### src/rtl/sprite_rom_arbiter.sv
// sprite_rom_arbiter: round-robin sprite ROM arbiter with 2-cycle response pipeline; SPRITE_ARB_FIXED_PRIO_EN selects lowest-index-wins priority
module sprite_rom_arbiter #(
  parameter int NREQ = 4,
  parameter int IDW = 2
) (
  input  logic              Clk,
  input  logic              Reset,
  input  logic [NREQ-1:0]   req,
  input  logic [NREQ*10-1:0] req_addr,
  input  logic [NREQ*5-1:0] req_sel,
  output logic [NREQ-1:0]   gnt,
  output logic [9:0]        sprt_addr,
  output logic [4:0]        sprt_s,
  input  logic [2:0]        rom_data,
  output logic              rsp_valid,
  output logic [IDW-1:0]    rsp_id,
  output logic [2:0]        rsp_data,
  output logic              rsp_err
);
  logic [9:0] addr_a [NREQ];
  logic [4:0] sel_a [NREQ];
  logic [IDW-1:0] win, p_id;
  logic found, accept, p_valid, p_err;
  for (genvar i = 0; i < NREQ; i++) begin : g_src
    assign addr_a[i] = req_addr[10*i +: 10];
    assign sel_a[i] = req_sel[5*i +: 5];
  end
`ifdef SPRITE_ARB_FIXED_PRIO_EN
  // lowest requesting index wins
  always_comb begin
    win = '0;
    found = 1'b0;
    for (int k = NREQ - 1; k >= 0; k--)
      if (req[k]) begin
        win = IDW'(k);
        found = 1'b1;
      end
  end
`else
  logic [IDW-1:0] last_id, idx;
  // search starts just after the last accepted requester
  always_comb begin
    win = '0;
    found = 1'b0;
    idx = '0;
    for (int k = 1; k <= NREQ; k++) begin
      idx = IDW'((int'(last_id) + k) % NREQ);
      if (!found && req[idx]) begin
        win = idx;
        found = 1'b1;
      end
    end
  end
  // remember the winner; idle cycles leave the pointer alone
  always_ff @(posedge Clk) begin
    if (Reset) last_id <= IDW'(NREQ - 1);
    else if (accept) last_id <= win;
  end
`endif
  assign accept = found && !Reset;
  assign gnt = accept ? NREQ'(1) << win : '0;
  // stage 1: present the winner's address/select to the ROM bank
  always_ff @(posedge Clk) begin
    if (Reset) begin
      sprt_addr <= '0;
      sprt_s <= '0;
      p_valid <= 1'b0;
      p_id <= '0;
      p_err <= 1'b0;
    end else begin
      p_valid <= accept;
      if (accept) begin
        sprt_addr <= addr_a[win];
        sprt_s <= sel_a[win];
        p_id <= win;
        p_err <= sel_a[win] > 5'd10;
      end
    end
  end
  // stage 2: capture ROM output, zeroing data for out-of-range selects
  always_ff @(posedge Clk) begin
    if (Reset) begin
      rsp_valid <= 1'b0;
      rsp_id <= '0;
      rsp_data <= '0;
      rsp_err <= 1'b0;
    end else begin
      rsp_valid <= p_valid;
      rsp_err <= p_valid && p_err;
      if (p_valid) begin
        rsp_id <= p_id;
        rsp_data <= p_err ? 3'd0 : rom_data;
      end
    end
  end
endmodule

### config.mk
export PLATFORM = sky130hd
export DESIGN_NAME = sprite_rom_arbiter
export DESIGN_NICKNAME = d
export VERILOG_FILES = /design/src/rtl/sprite_rom_arbiter.sv
export SDC_FILE = /design/constraint.sdc
export NUM_CORES = 1
export LEC_CHECK = 0
export ABC_AREA = 1
export CAP_MARGIN = 0
export CORE_MARGIN = 10
export CORE_UTILIZATION = 25
export DETAILED_ROUTE_END_ITERATION = 7
export RECOVER_POWER = 25
export SLEW_MARGIN = 10
export SYNTH_ARGS = -nofsm -noshare
export SYNTH_HDL_FRONTEND = slang
export SYNTH_SLANG_ARGS = --single-unit
export TNS_END_PERCENT = 30
### constraint.sdc
create_clock -name Clk -period 2 [get_ports Clk]
set_input_delay 0.4 -clock Clk [delete_from_list [all_inputs] [get_ports Clk]]
set_output_delay 0.4 -clock Clk [all_outputs]
set_load 0.01 [all_outputs]
==> metrics <==
least setup slack across all paths after layout -0.331 ns; share of post-route cells with drive strength above 1 26.5%; clock period minus final worst setup slack 2.33 ns; core area 0.00683 mm2; beginning of the worst register-to-register path last_id[0]; worst supply voltage drop on vdd 618 uV; Setup-failing EPs final 22; Clk pin slew, worst setup/hold paths 0.10 ns; count of routing violations after the opening detailed-route iteration 52; largest family of logic cells by synthesized area simple AND/OR/NAND/NOR gates; failing checks setup timing; via count 2151; proportion of synthesized chip area in sequential cells 31.9%; FP Rows 30; power per unit of standard cell area 1650 mW/mm2; hold_sp sprt_addr[3]; worst hold slack 0.459 ns; Ys Warns 0; Net Count, Synth 345; mux cell area share after synthesis 0%; CP startpoint kind register; achievable frequency 429 MHz; slew at the pin closest to its max-slew limit 0.489 ns; number of pins with negative max-slew slack in the final report 0; worst-skew pair later-pin latency 0.27 ns; number of storage elements in the synthesis netlist 28; Cells after Synth 276; Post-Synthesis Cell Area 0.00176 mm2; antenna violations before repair 0; Layout Nets 478; maximum number of buffers from clock root to sink 2; DR vias/cell 4.27; vertical die dimension 104 um; # diodes 0; Detail Route Antenna Nets 0; parity-gate share of the synthesized area counting xor and xnor cells 0%; MaxCap Viol Count 0; number of global-route vias before repair 2261; count of input and output buffers 94; final hold violation count 0; area of the multi-input gates 0.00117 mm2; Critical Path End Type output port; cell at the root of the clock tree sky130_fd_sc_hd__clkbuf_8; post-synthesis to final-layout area growth 92.6%; die area 0.0108 mm2; DR pass1 iterations 4; maximum fanout along the worst path 9; count of boundary I/O pins 95; unrepaired setup endpoints after global routing true; area taken by flip-flops and latches 564 um2; post-DP HPWL 5130 um; classification of the worst-slack hold path reg2reg; data arrival time of the critical path 1.93 ns; CP Class reg2out; first-pass GRT wire length 10700 um; largest net degree at the start of global routing 25; average cell area after synthesis 6.37 um2; Clock Skews 0.00147 ns; effective utilization at floorplan 25.8%; cts hold-fix bufs 0; width of the chip 104 um; Setup crit start last_id[0]; Synth Area in Simple Gates 45.8%; worst path required time 1.60 ns; post-detailed-route DRC marker count 0; overflow left after global routing 0; H-tree level count 1; CTS sink count 28; run status complete, but fails checks; Slew HR 67.4%; CTS tree done; Num CTS Buffers 3; global placer's final weighted congestion 0.777; synthesized-area fraction occupied by adder cells 0%; Total Routed Length 6680 um; distinct cell type count after synthesis 27; reported leakage power 1.56 nW; wire per inst 13.3 um; total routing usage reported by global routing 11.7%; final standard cell utilization of the core 49.6%; post-synthesis compound-gate area fraction 10.7%; number of inserted filler cells in the final layout 690; portion of the clock cycle consumed by the worst path in the final layout 117%
## critical path: stages (launching register included)
cell                      delay [ns]
sky130_fd_sc_hd__dfxtp_4        0.38
sky130_fd_sc_hd__buf_12         0.14
sky130_fd_sc_hd__inv_8          0.09
sky130_fd_sc_hd__nand2_2        0.05
sky130_fd_sc_hd__nand2_2        0.09
sky130_fd_sc_hd__nand2_2        0.06
sky130_fd_sc_hd__nand2_2        0.09
sky130_fd_sc_hd__nor2_4         0.05
sky130_fd_sc_hd__buf_4          0.13
sky130_fd_sc_hd__nand2_2        0.06
sky130_fd_sc_hd__nand3_2        0.09
sky130_fd_sc_hd__nand2_4        0.14
sky130_fd_sc_hd__inv_6          0.05
sky130_fd_sc_hd__nor2_4         0.12
sky130_fd_sc_hd__buf_6          0.11
## stage by stage
stage	power, mW	setup WS, ns	instance area [um2]	TNS, ns	std cells
after CTS	5.24	-0.362	3220	-2.34	499
after floorplan	3.09	0.0683	1760	0	276
after global routing	6.12	-0.473	3390	-6.79	504
after detailed placement	4.38	-0.872	3000	-11.76	488
final	5.58	-0.331	3390	-3.49	504
after global placement	4.33	-0.811	3000	-10.49	488
## repair_timing
item                                    CTS  global route
setup buffers                             7             4
endpoints found under the setup margin   22            21
gates cloned                              0             1
pin swaps                                16            12
resized for setup                        51            29
## cell usage in the layout (no fill, tap or decap), types with 3 or more instances in the layout
cell                               n
sky130_fd_sc_hd__clkdlybuf4s50_1  84
sky130_fd_sc_hd__nand2_1          83
sky130_fd_sc_hd__buf_4            34
sky130_fd_sc_hd__dfxtp_1          27
sky130_fd_sc_hd__nor2_1           25
sky130_fd_sc_hd__nand3_1          24
sky130_fd_sc_hd__inv_1            20
sky130_fd_sc_hd__nand2_2          17
sky130_fd_sc_hd__o21ai_0          12
sky130_fd_sc_hd__nand2_4          11
sky130_fd_sc_hd__a21oi_1           7
sky130_fd_sc_hd__nor2_4            6
sky130_fd_sc_hd__buf_6             6
sky130_fd_sc_hd__inv_2             5
sky130_fd_sc_hd__nand3_4           5
sky130_fd_sc_hd__nand3_2           4
sky130_fd_sc_hd__o221ai_1          4
sky130_fd_sc_hd__inv_4             3
sky130_fd_sc_hd__o21ai_1           3
sky130_fd_sc_hd__clkbuf_8          3
sky130_fd_sc_hd__dlygate4sd2_1     3
sky130_fd_sc_hd__buf_12            3
## kinds of logic after synthesis
logic type,after synthesis
simple gates,178
buf+inv,38
compound gates,32
flops,28
## registers in the layout, summed over array words and instances, names as in the netlist, 2 cells and up
signal and cells:
sprt_addr 10, sprt_s 5, rsp_data 3, last_id 2, p_id 2, rsp_id 2
## area by class of cell
type / count / area share [%]
clock buffers: 3 / 1.22
clock inverters: 1 / 0.886
inverters: 30 / 3.91
multi-input cells: 210 / 34.6
flip-flops and latches: 28 / 16.7
well taps: 96 / 3.55
repair buffers: 136 / 39.1
## metal layers
metal	up-vias	track usage, %	wire length (um)
met3	2	5.02	549
met1	940	14.0	3000
met4	0	1.19	19
met5	-	0	0
li1	1141	-	-
met2	68	19.5	3110
## power breakdown
group / switching [mW] / leakage (nW) / internal [mW]
Sequential: 0.105 / 0.233 / 0.763
Clock: 0.186 / 0.0357 / 0.268
Combinational: 2.26 / 1.29 / 2.00
## final timing paths
check	endpoint	slack, ns	cells past startpoint
setup / recovery	gnt[1]	-0.33	14
hold / removal	sprt_addr[3]	0.46	2
setup reg to reg	p_err	-0.26	19
hold reg to reg	sprt_addr[3]	0.46	2
## synthesized netlist by cell type
cell / count / area [um2]
sky130_fd_sc_hd__a22o_1: 2 / 17.5
sky130_fd_sc_hd__o21ai_1: 3 / 15.0
sky130_fd_sc_hd__nand2_1: 95 / 357
sky130_fd_sc_hd__dfxtp_1: 28 / 561
sky130_fd_sc_hd__a21oi_1: 7 / 35.0
sky130_fd_sc_hd__nor2_4: 2 / 22.5
sky130_fd_sc_hd__nor3_1: 1 / 5.00
sky130_fd_sc_hd__inv_1: 25 / 93.8
sky130_fd_sc_hd__and2_4: 1 / 8.76
sky130_fd_sc_hd__nor2_2: 4 / 25.0
sky130_fd_sc_hd__nand2_4: 2 / 22.5
sky130_fd_sc_hd__nand3_2: 3 / 30.0
sky130_fd_sc_hd__inv_4: 1 / 6.26
sky130_fd_sc_hd__inv_2: 2 / 7.51
sky130_fd_sc_hd__inv_6: 2 / 17.5
sky130_fd_sc_hd__nand3_1: 30 / 150
sky130_fd_sc_hd__buf_6: 3 / 33.8
sky130_fd_sc_hd__o221ai_1: 4 / 35.0
sky130_fd_sc_hd__nand2_2: 14 / 87.6
sky130_fd_sc_hd__o22ai_1: 1 / 6.26
sky130_fd_sc_hd__clkbuf_1: 1 / 3.75
sky130_fd_sc_hd__buf_4: 1 / 7.51
sky130_fd_sc_hd__nor2_1: 26 / 97.6
sky130_fd_sc_hd__buf_2: 1 / 5.00
sky130_fd_sc_hd__buf_8: 2 / 30.0
sky130_fd_sc_hd__a21oi_2: 1 / 8.76
sky130_fd_sc_hd__o21ai_0: 14 / 70.1
Power figures use the tool's default switching activity.
